## src/rtl/execute_multdiv_ctrl_if.sv

```systemverilog
// ============================================================================
// Module   : execute_multdiv_ctrl_if
// Brief    : Start/operand/result handshake between the execute-stage
//            multdiv sequencer (master) and the iterative multdiv unit (slave).
// Revision : 1.0 - initial release
// ============================================================================
`default_nettype none

interface execute_multdiv_ctrl_if;
    logic        md_ctrl_mult;
    logic        md_ctrl_div;
    logic [31:0] md_operandA;
    logic [31:0] md_operandB;
    logic        md_resultRDY;
    logic [31:0] md_result;
    logic        md_exception;

    modport master (
        output md_ctrl_mult, md_ctrl_div, md_operandA, md_operandB,
        input  md_resultRDY, md_result, md_exception
    );

    modport slave (
        input  md_ctrl_mult, md_ctrl_div, md_operandA, md_operandB,
        output md_resultRDY, md_result, md_exception
    );
endinterface

`default_nettype wire

```

## src/rtl/execute_multdiv_ctrl.sv

```systemverilog
// ============================================================================
// Module   : execute_multdiv_ctrl
// Brief    : Issues mul/div from execute to the iterative multdiv unit, stalls
//            the pipeline until the result returns. Optional watchdog:
//            define MULTDIV_TIMEOUT_EN.
// Revision : 1.0 - initial release
// ============================================================================
`default_nettype none

module execute_multdiv_ctrl #(
    parameter logic [4:0]  MUL_ALUOP      = 5'b00110,
    parameter logic [4:0]  DIV_ALUOP      = 5'b00111,
    parameter logic [31:0] MUL_STATUS     = 32'd4,
    parameter logic [31:0] DIV_STATUS     = 32'd5,
    parameter int          TIMEOUT_CYCLES = 64,
    parameter logic [31:0] TIMEOUT_STATUS = 32'd6
) (
    input  wire logic        clock,
    input  wire logic        reset_n,
    input  wire logic        insn_valid,
    input  wire logic [31:0] insn,
    input  wire logic [31:0] operandA,
    input  wire logic [31:0] operandB,
    input  wire logic        flush,
    execute_multdiv_ctrl_if.master md,
    output logic             stall,
    output logic             result_valid,
    output logic [31:0]      result,
    output logic [4:0]       result_rd,
    output logic             exception_valid,
    output logic             busy
);

    typedef enum logic [2:0] {
        S_IDLE  = 3'd0,
        S_ISSUE = 3'd1,
        S_WAIT  = 3'd2,
        S_DONE  = 3'd3,
        S_DRAIN = 3'd4
    } state_t;

    localparam logic [4:0] c_STATUS_RD = 5'd30;

    state_t     r_state;
    logic       r_is_div;
    logic [4:0] r_rd;

    logic w_md_hit;
    logic w_hit_div;
    logic w_stall;
    logic w_timeout;
    logic w_unused_insn;

    assign w_hit_div = (insn[6:2] == DIV_ALUOP);
    assign w_md_hit  = insn_valid & (insn[31:27] == 5'b0_0000)
                     & ((insn[6:2] == MUL_ALUOP) | w_hit_div);
    assign w_unused_insn = ^{insn[21:7], insn[1:0]};

`ifdef MULTDIV_TIMEOUT_EN
    localparam int c_CNT_W = $clog2(TIMEOUT_CYCLES + 1);
    logic [c_CNT_W-1:0] r_cnt;

    // WAIT->DRAIN only happens on flush, so that is the one in-set entry to clear on.
    always_ff @(posedge clock or negedge reset_n) begin
        if (!reset_n) begin
            r_cnt <= '0;
        end else if ((r_state != S_WAIT && r_state != S_DRAIN)
                     || (r_state == S_WAIT && flush)) begin
            r_cnt <= '0;
        end else begin
            r_cnt <= r_cnt + c_CNT_W'(1);
        end
    end

    assign w_timeout = (r_cnt == c_CNT_W'(TIMEOUT_CYCLES - 1));
`else
    logic w_unused_timeout;
    assign w_unused_timeout = ^{TIMEOUT_STATUS, 32'(TIMEOUT_CYCLES)};
    assign w_timeout        = 1'b0;
`endif

    always_comb begin
        w_stall = 1'b0;
        case (r_state)
            S_IDLE:  w_stall = w_md_hit & ~flush;
            S_ISSUE: w_stall = 1'b1;
            S_WAIT:  w_stall = 1'b1;
            S_DRAIN: w_stall = w_md_hit;
            default: w_stall = 1'b0;
        endcase
    end

    // Gated by reset so every output reads 0 while reset_n is low.
    assign stall = w_stall & reset_n;
    assign busy  = (r_state != S_IDLE);

    always_ff @(posedge clock or negedge reset_n) begin
        if (!reset_n) begin
            r_state         <= S_IDLE;
            r_is_div        <= 1'b0;
            r_rd            <= 5'd0;
            md.md_ctrl_mult <= 1'b0;
            md.md_ctrl_div  <= 1'b0;
            md.md_operandA  <= 32'd0;
            md.md_operandB  <= 32'd0;
            result_valid    <= 1'b0;
            result          <= 32'd0;
            result_rd       <= 5'd0;
            exception_valid <= 1'b0;
        end else begin
            md.md_ctrl_mult <= 1'b0;
            md.md_ctrl_div  <= 1'b0;
            case (r_state)
                S_IDLE: begin
                    if (w_md_hit && !flush) begin
                        md.md_operandA  <= operandA;
                        md.md_operandB  <= operandB;
                        r_rd            <= insn[26:22];
                        r_is_div        <= w_hit_div;
                        md.md_ctrl_mult <= ~w_hit_div;
                        md.md_ctrl_div  <= w_hit_div;
                        r_state         <= S_ISSUE;
                    end
                end
                S_ISSUE: begin
                    r_state <= flush ? S_DRAIN : S_WAIT;
                end
                S_WAIT: begin
                    if (flush) begin
                        r_state <= md.md_resultRDY ? S_IDLE : S_DRAIN;
                    end else if (md.md_resultRDY) begin
                        r_state      <= S_DONE;
                        result_valid <= 1'b1;
                        if (md.md_exception) begin
                            result          <= r_is_div ? DIV_STATUS : MUL_STATUS;
                            result_rd       <= c_STATUS_RD;
                            exception_valid <= 1'b1;
                        end else begin
                            result          <= md.md_result;
                            result_rd       <= r_rd;
                            exception_valid <= 1'b0;
                        end
                    end else if (w_timeout) begin
`ifdef MULTDIV_TIMEOUT_EN
                        r_state         <= S_DONE;
                        result_valid    <= 1'b1;
                        result          <= TIMEOUT_STATUS;
                        result_rd       <= c_STATUS_RD;
                        exception_valid <= 1'b1;
`endif
                    end
                end
                S_DONE: begin
                    // Result belongs to a committed insn: flush is not honoured here.
                    result_valid    <= 1'b0;
                    exception_valid <= 1'b0;
                    r_state         <= S_IDLE;
                end
                S_DRAIN: begin
                    if (md.md_resultRDY || w_timeout) begin
                        r_state <= S_IDLE;
                    end
                end
                default: r_state <= S_IDLE;
            endcase
        end
    end

endmodule

`default_nettype wire

```

## src/flat_wrapper.sv

```systemverilog
// flat-port wrapper written by rule: the top's interface ports become plain ports
module execute_multdiv_ctrl_flat 
#(
    parameter logic [4:0]  MUL_ALUOP      = 5'b00110,
    parameter logic [4:0]  DIV_ALUOP      = 5'b00111,
    parameter logic [31:0] MUL_STATUS     = 32'd4,
    parameter logic [31:0] DIV_STATUS     = 32'd5,
    parameter int          TIMEOUT_CYCLES = 64,
    parameter logic [31:0] TIMEOUT_STATUS = 32'd6
)
  (clock, reset_n, insn_valid, insn, operandA, operandB, flush, stall, result_valid, result, result_rd, exception_valid, busy, md_md_ctrl_mult, md_md_ctrl_div, md_md_operandA, md_md_operandB, md_md_resultRDY, md_md_result, md_md_exception);
  execute_multdiv_ctrl_if md_i ();
  input  wire logic clock;
  input  wire logic reset_n;
  input  wire logic insn_valid;
  input  wire logic [31:0] insn;
  input  wire logic [31:0] operandA;
  input  wire logic [31:0] operandB;
  input  wire logic flush;
  output logic stall;
  output logic result_valid;
  output logic [31:0] result;
  output logic [4:0] result_rd;
  output logic exception_valid;
  output logic busy;
  output wire logic [$bits(md_i.md_ctrl_mult)-1:0] md_md_ctrl_mult;
  output wire logic [$bits(md_i.md_ctrl_div)-1:0] md_md_ctrl_div;
  output wire logic [$bits(md_i.md_operandA)-1:0] md_md_operandA;
  output wire logic [$bits(md_i.md_operandB)-1:0] md_md_operandB;
  input wire logic [$bits(md_i.md_resultRDY)-1:0] md_md_resultRDY;
  input wire logic [$bits(md_i.md_result)-1:0] md_md_result;
  input wire logic [$bits(md_i.md_exception)-1:0] md_md_exception;
  assign md_md_ctrl_mult = md_i.md_ctrl_mult;
  assign md_md_ctrl_div = md_i.md_ctrl_div;
  assign md_md_operandA = md_i.md_operandA;
  assign md_md_operandB = md_i.md_operandB;
  assign md_i.md_resultRDY = md_md_resultRDY;
  assign md_i.md_result = md_md_result;
  assign md_i.md_exception = md_md_exception;
  execute_multdiv_ctrl #(.MUL_ALUOP(MUL_ALUOP), .DIV_ALUOP(DIV_ALUOP), .MUL_STATUS(MUL_STATUS), .DIV_STATUS(DIV_STATUS), .TIMEOUT_CYCLES(TIMEOUT_CYCLES), .TIMEOUT_STATUS(TIMEOUT_STATUS)) u_core (.clock(clock), .reset_n(reset_n), .insn_valid(insn_valid), .insn(insn), .operandA(operandA), .operandB(operandB), .flush(flush), .md(md_i), .stall(stall), .result_valid(result_valid), .result(result), .result_rd(result_rd), .exception_valid(exception_valid), .busy(busy));
endmodule
```

## config.mk

```make
export PLATFORM = sky130hd
export DESIGN_NAME = execute_multdiv_ctrl_flat
export DESIGN_NICKNAME = d
export VERILOG_FILES = /design/src/rtl/execute_multdiv_ctrl_if.sv /design/src/rtl/execute_multdiv_ctrl.sv /design/src/flat_wrapper.sv
export SDC_FILE = /design/constraint.sdc
export NUM_CORES = 1
export LEC_CHECK = 0
export CORE_ASPECT_RATIO = 0.5
export CORE_MARGIN = 2
export CORE_UTILIZATION = 37
export DETAILED_ROUTE_END_ITERATION = 6
export GPL_TIMING_DRIVEN = 1
export PLACE_DENSITY = 0.77
export SETUP_SLACK_MARGIN = 0.5
export SKIP_LAST_GASP = 1
export SLEW_MARGIN = 20
export SYNTH_ARGS = -nofsm -noshare
export SYNTH_HDL_FRONTEND = slang
export SYNTH_SLANG_ARGS = --single-unit
```

## constraint.sdc

```tcl
create_clock -name clock -period 1.55 [get_ports clock]
set_input_delay 0.31 -clock clock [delete_from_list [all_inputs] [get_ports clock]]
set_output_delay 0.31 -clock clock [all_outputs]
set_load 0.01 [all_outputs]
```

==> results of run 1 <==
==> worst min-delay path, stage by stage <==
cell	delay (ns)
buf_4	0.10
buf_4	0.10
buf_4	0.48
==> flip-flops by register name, summed over array words and instances, names as in the netlist <==
register                cells
u_core.r_state              3
u_core.result_rd            5
u_core.md.md_operandB      32
u_core.exception_valid      1
u_core.md.md_ctrl_mult      1
u_core.r_is_div             1
u_core.md.md_ctrl_div       1
u_core.result              32
u_core.md.md_operandA      32
u_core.r_rd                 5
u_core.result_valid         1
==> final cells by class <==
cell class                 instances  area, um^2  share of cell area [%]
multi-input combinational        176        1990                    22.9
clock buffer                      18         429                    4.94
tap                              170         213                    2.45
timing repair buffer             320        2980                    34.3
inverter                           7        26.3                   0.302
sequential                       114        2860                    32.9
clock inverter                    14         189                    2.17
==> Yosys cell counts (2+ instances only) <==
library cell	n	area (um^2)
dfrtp_1	114	2850
mux2_4	70	1050
nor2b_1	34	213
mux2_2	33	372
nor2_1	10	37.5
buf_12	7	140
inv_1	7	26.3
mux2i_1	6	60.1
buf_2	5	25.0
buf_6	3	33.8
clkbuf_1	3	11.3
nand2_1	2	7.51
nand3_1	2	10.0
nand3b_1	2	15.0
nand4b_1	2	17.5
nor3b_1	2	15.0
o21ai_0	2	10.0
==> per-layer routing <==
metal	global-route usage, %	vias to the layer above
met5	0	-
met4	10.6	0
met3	4.20	37
met2	36.3	106
met1	22.4	1908
li1	-	1728
==> power by group <==
group / internal [mW] / leakage (nW) / total [mW] / switching (mW)
Combinational: 0.392 / 2.62 / 0.588 / 0.195
Clock: 2.68 / 0.296 / 4.12 / 1.44
Sequential: 3.01 / 1.55 / 3.03 / 0.0191
Total: 6.08 / 4.47 / 7.74 / 1.65
==> stage by stage <==
stage / setup TNS [ns] / cells / hold WS [ns] / power, mW
after CTS: -21.53 / 783 / 0.120 / 7.78
after detailed placement: -56.92 / 712 / 0.491 / 3.65
after floorplan: -6.89 / 316 / 0.0144 / 3.20
after global routing: -29.43 / 819 / 0.177 / 8.00
final: -25.31 / 819 / 0.116 / 7.74
after global placement: -56.04 / 712 / 0.488 / 3.64
==> path summary, 6_finish.rpt <==
check	startpoint	to	slack, ns
setup / recovery	insn[27]	u_core.md.md_operandB[0]	-0.26
hold / removal	reset_n	u_core.r_state[2]	0.12
setup reg to reg	u_core.r_state[0]	u_core.result[24]	-0.25
hold reg to reg	u_core.result[26]	u_core.result[26]	0.50
max in group asynchronous	reset_n	u_core.md.md_operandB[21]	0.70
min in group clock	flush	u_core.md.md_ctrl_div	0.47
==> cells in the final DEF (no fill, tap or decap), drive strengths merged, types with 2 or more instances in the layout <==
master         instances
nand2                  2
clkdlybuf4s50        113
o21ai                  2
nor2                  10
mux2                 103
nand4b                 2
nor3b                  2
inv                    7
nor2b                 34
clkbuf                24
nor4                   2
bufinv                 4
nand3b                 2
nand3                  2
dlygate4sd2            2
clkinvlp               3
buf                  199
clkinv                 7
dfrtp                114
mux2i                  6
==> cells by family (layout without fill, tap and decap cells) <==
logic type	after synthesis	count (layout)
DFF	114	114
and+or+nand+nor	61	61
AOI/OAI and AO/OA	5	5
xor gates and xnor gates	1	1
buffers and inverters	26	359
muxes	109	109
==> repair_timing <==
action                     4_1_cts  5_1_grt
hold buffers                     0        0
resized for setup              484       28
setup endpoints to repair      220      221
pin swaps                        5        7
setup buffers                   36       30
gates cloned                     3        6
==> impl_metrics.tcl, run 1 <==
set metrics [dict create \
    setup_viol 110 \
    antenna_found_initial 0 \
    ys_warn_count 0 \
    path_depth 7 \
    synth-edff-count 0 \
    grt_overflow_total 0 \
    fp.dieW_um 168 \
    final_util_pct 67.3 \
    insertedDiodeCount 0 \
    coreArea_um2 12900 \
    pre_cts_ws_ns -0.691 \
    fin_skew_ns 0.00935 \
    crit_path_max_fanout 9 \
    synthXorXnorAreaFrac_pct 0.175 \
    cts-root-buf "clkbuf_16" \
    drv_slew 0 \
    slew_headroom_pct 39.2 \
    grt_max_degree 71 \
    clock-sinks 114 \
    cts_tree "done" \
    num_io_pins 241 \
    viasPerCell 4.61 \
    final.min_clock_period_ns 1.81 \
    dr_wl_met3_um 583 \
    nFillCells 899 \
    placement.cell_area_um2 7470 \
    synth_top_family_by_area "multiplexers" \
    cpMostUsedCell "buf_12" \
    synth_cell_types 29 \
    htreeDepth 4 \
    arrival_ns 2.10 \
    drt_pass1_iterations 4 \
    dp_hpwl_mm 9.50 \
    top_layer_used "met4" \
    async_flop_share_pct 100 \
    die-area_um2 14500 \
    slowest_stage "clkdlybuf4s50_1" \
    clk_pin_slew_ns 0.06 \
    worst_slack_ns -0.263 \
    drtIter0Drc 126 \
    first_global_vias 3994 \
    drive_gt1_share_pct 54.7 \
    wl_per_cell_um 18.7 \
    syn_to_final_growth_pct 74.0 \
    p_per_area_nw_per_um2 890 \
    die_y_um 86.1 \
    wl_met1_mm 6.01 \
    via_count 3779 \
    synth.mux.area_fraction_pct 29.7 \
    required_ns 1.83 \
    slowest_delay_ns 0.44 \
    ys_seq_area_share_pct 57.1 \
    wl_met2_mm 8.24 \
    crit_path_cell_trace "clkdlybuf4s50_1 -> nor4_4 -> buf_4 -> and4_4 -> buf_12 -> buf_12 -> mux2_4" \
    worst_pin_slew_ns 0.912 \
    stdcell_area_um2 8690 \
    ir_drop_mv 0.712 \
    finalHoldViolCount 0 \
    num_rows 29 \
    fmax_mhz 552 \
    final_nets 770 \
    critPathCaptureType "flip-flop" \
    track_usage_pct 20.0 \
    syn-num-nets 450 \
    cts_made_buffers 17 \
    port_buffers 223 \
    crit_buf_inv 4 \
    synthCells 316 \
    drt_wl_total_mm 15.3 \
    finalWeightedCongestion 0.716 \
    worst-r2r-cell-count 9 \
    violations "setup timing" \
    yosys.area_share.adder_pct 0 \
    avgSynthCellArea_um2 15.8 \
    rsz0062_at_grt "true" \
    p_leak_nw 4.47 \
    insertion_delay_ns 0.40 \
    start_kind "input port" \
    status "finished, violations left" \
    grt_first_pass_wirelength_mm 22.0 \
    hold_path.class "in -> async" \
    synth_area_um2 4990 \
    max_cap_viol_count 0 \
    postRouteAntennaNets 0 \
    criticalPathCategory "in -> reg" \
    critPathTopFamily "buffers and inverters" \
    synthFlopType "dfrtp_1" \
    drc 0 \
    ys_ff_latch 114 \
    fin_crit_sh_pct 117 \
    synth-compound-area-share_pct 0.602 \
    synthSimpleGateAreaFrac_pct 7.57 \
    initial_core_util_pct 38.6 \
    cts_buffer_depth 2 \
]
Note: power is estimated with default switching activity, not from simulation.
==> run 2, diff against run 1 <==
--- a/config.mk
+++ b/config.mk
@@ -7,10 +7,9 @@
 export LEC_CHECK = 0
 export CORE_ASPECT_RATIO = 0.5
 export CORE_MARGIN = 2
-export CORE_UTILIZATION = 37
+export CORE_UTILIZATION = 29
 export DETAILED_ROUTE_END_ITERATION = 6
 export GPL_TIMING_DRIVEN = 1
-export PLACE_DENSITY = 0.77
 export SETUP_SLACK_MARGIN = 0.5
 export SKIP_LAST_GASP = 1
 export SLEW_MARGIN = 20
==> run 2 against run 1 <==
Compared with the run above:
- combinational power is essentially flat
- non-clock buffer count grew 4
- the flow finishes with violations (hold timing, setup timing)
- highest routed layer unchanged
- sequential power is essentially flat
- wire length shrank 2.9%
- flip-flop and latch count is the same
- sequential share of layout area shrank 0.50 points
- final cell count grew 7.4%
- global-route usage shrank 3.9 points
==> impl_metrics.tcl, run 2 (same netlist as run 1, synthesis figures left out) <==
set metrics [dict create \
    final.min_clock_period_ns 1.81 \
    fin_hold_ws_ns -0.0960 \
    final_cell_mix "clkdlybuf4s50_1, dfrtp_1, mux2_4, buf_4, buf_2" \
    clock-sinks 114 \
    drv_slew 0 \
    slew_headroom_pct 66.0 \
    arrival_ns 2.10 \
    nFillCells 1463 \
    dp_hpwl_mm 9.62 \
    grt_first_pass_wirelength_mm 22.3 \
    cts_buffer_depth 2 \
    worst_pin_slew_ns 0.510 \
    port_buffers 223 \
    first_global_vias 3854 \
    num_rows 33 \
    rrSetupSlack_ns -0.26 \
    drc 0 \
    required_ns 1.83 \
    drt_pass1_iterations 4 \
    crit_path_max_fanout 7 \
    drt_wl_total_mm 14.9 \
    finalWeightedCongestion 0.711 \
    initial_core_util_pct 30.1 \
    register_area_um2 2860 \
    wl_per_cell_um 16.9 \
    postRouteAntennaNets 0 \
    rsz0062_at_grt "true" \
    multiInputGateArea_um2 2000 \
    drive_gt1_share_pct 55.0 \
    fin_skew_ns 0.00986 \
    grt_max_degree 95 \
    criticalPathCategory "reg -> reg" \
    tns_ns -17.79 \
    syn_to_final_growth_pct 76.6 \
    drtIter0Drc 82 \
    start_kind "flip-flop" \
    htreeDepth 4 \
    die-area_um2 18300 \
    p_per_area_nw_per_um2 844 \
    ir_drop_mv 0.669 \
    crit_path_cell_trace "nor4_4 -> and4_4 -> buf_6 -> clkbuf_16 -> mux2_4" \
    final_nets 774 \
    r2r-start "u_core.r_state[0]" \
    final_util_pct 53.1 \
    insertedDiodeCount 0 \
    track_usage_pct 16.0 \
    p_leak_nw 4.50 \
    worst-r2r-cell-count 5 \
    antenna_found_initial 0 \
    r2r_end "u_core.md.md_operandA[20]" \
    largestRegisters "u_core.md.md_operandA (32), u_core.md.md_operandB (32), u_core.result (32)" \
    viasPerCell 4.18 \
    finalHoldViolCount 20 \
    violations "hold timing, setup timing" \
    hold_path.class "in -> async" \
    fin_crit_sh_pct 117 \
    critPathCaptureType "flip-flop" \
    coreArea_um2 16600 \
    via_count 3680 \
    slowest_delay_ns 0.44 \
    cts-root-buf "clkbuf_16" \
    cts_tree "done" \
    cts_made_buffers 17 \
    setup_viol 105 \
    fmax_mhz 552 \
    num_io_pins 241 \
    worst_slack_ns -0.263 \
    max_cap_viol_count 0 \
    status "finished, violations left" \
    die_y_um 96.8 \
    slowest_stage "dfrtp_2" \
    fp.dieW_um 190 \
    grt_overflow_total 0 \
    clk_pin_slew_ns 0.06 \
    insertion_delay_ns 0.41 \
]
## run 2: changes by cell type in the layout (fill, tap and decap cells not counted), sizes merged
cell,change
clkinv,+1
dlymetal6s2s,+2
clkdlybuf4s15,+1
bufinv,-2
clkdlybuf4s50,-1
clkbuf,-1
buf,+5
dlygate4sd2,-1
## run 2: timing repair
| action | 4_1_cts | 5_1_grt |
|---|---|---|
| hold endpoints to repair | 20 | 20 |
| setup endpoints to repair | 220 | 221 |
| setup buffers | 46 | 26 |
| pin swaps | 8 | 8 |
| cloned | 6 | 4 |
| gates resized for setup | 500 | 21 |
## run 2: cell type report
| class | count | area share, % |
|---|---|---|
| clock inverters | 13 | 1.56 |
| repair buffers | 324 | 34.8 |
| inverters | 7 | 0.298 |
| clock buffers | 19 | 5.02 |
| flip-flops and latches | 114 | 32.4 |
| well taps | 227 | 3.22 |
| multi-input cells | 176 | 22.7 |
## run 2: worst max path at each step
stage                                      endpoint  slack, ns               from
after floorplan            u_core.md.md_operandA[0]       -0.1  u_core.r_state[0]
after global placement                        stall      -0.65           insn[28]
after detailed placement                      stall      -0.66           insn[28]
after CTS                                     stall      -0.24           insn[27]
after global routing      u_core.md.md_operandB[11]      -0.31  u_core.r_state[2]
final                     u_core.md.md_operandA[20]      -0.26  u_core.r_state[0]
## run 2: power breakdown
group	leakage (nW)	internal (mW)	switching, mW
clock network	0.279	2.40	1.43
registers	1.56	3.01	0.0173
logic	2.66	0.394	0.191
total	4.50	5.81	1.64
## run 2: critical path, delay by kind of cell (launching register included)
kind          cells  cell delay, ns
flops             1            0.44
buf+inv           2            0.32
mux               1            0.30
simple gates      2            0.64
## run 2: routing by layer
metal / up-vias / wire length, um / GRT usage, %
li1: 1742 / - / -
met1: 1842 / 6390 / 19.7
met2: 74 / 7730 / 27.8
met3: 22 / 520 / 3.99
met4: 0 / 253 / 5.01
met5: - / 0 / 0
## run 2: metrics by stage
step           instances  power [mW]  setup WS (ns)  instance area, um^2
3_3_place_gp         766        3.65         -0.653                 7530
3_5_place_dp         766        3.65         -0.657                 7530
2_1_floorplan        316        3.20        -0.0984                 5050
6_report             880        7.44         -0.263                 8820
5_1_grt              880        7.77         -0.309                 8820
4_1_cts              850        7.53         -0.237                 8430
==> run 3, diff against run 2 <==
--- a/config.mk
+++ b/config.mk
@@ -5,6 +5,7 @@
 export SDC_FILE = /design/constraint.sdc
 export NUM_CORES = 1
 export LEC_CHECK = 0
+export CAP_MARGIN = 20
 export CORE_ASPECT_RATIO = 0.5
 export CORE_MARGIN = 2
 export CORE_UTILIZATION = 29
==> results of run 3 <==
No change in the layout: final DEF, timing and power equal those of run 2.
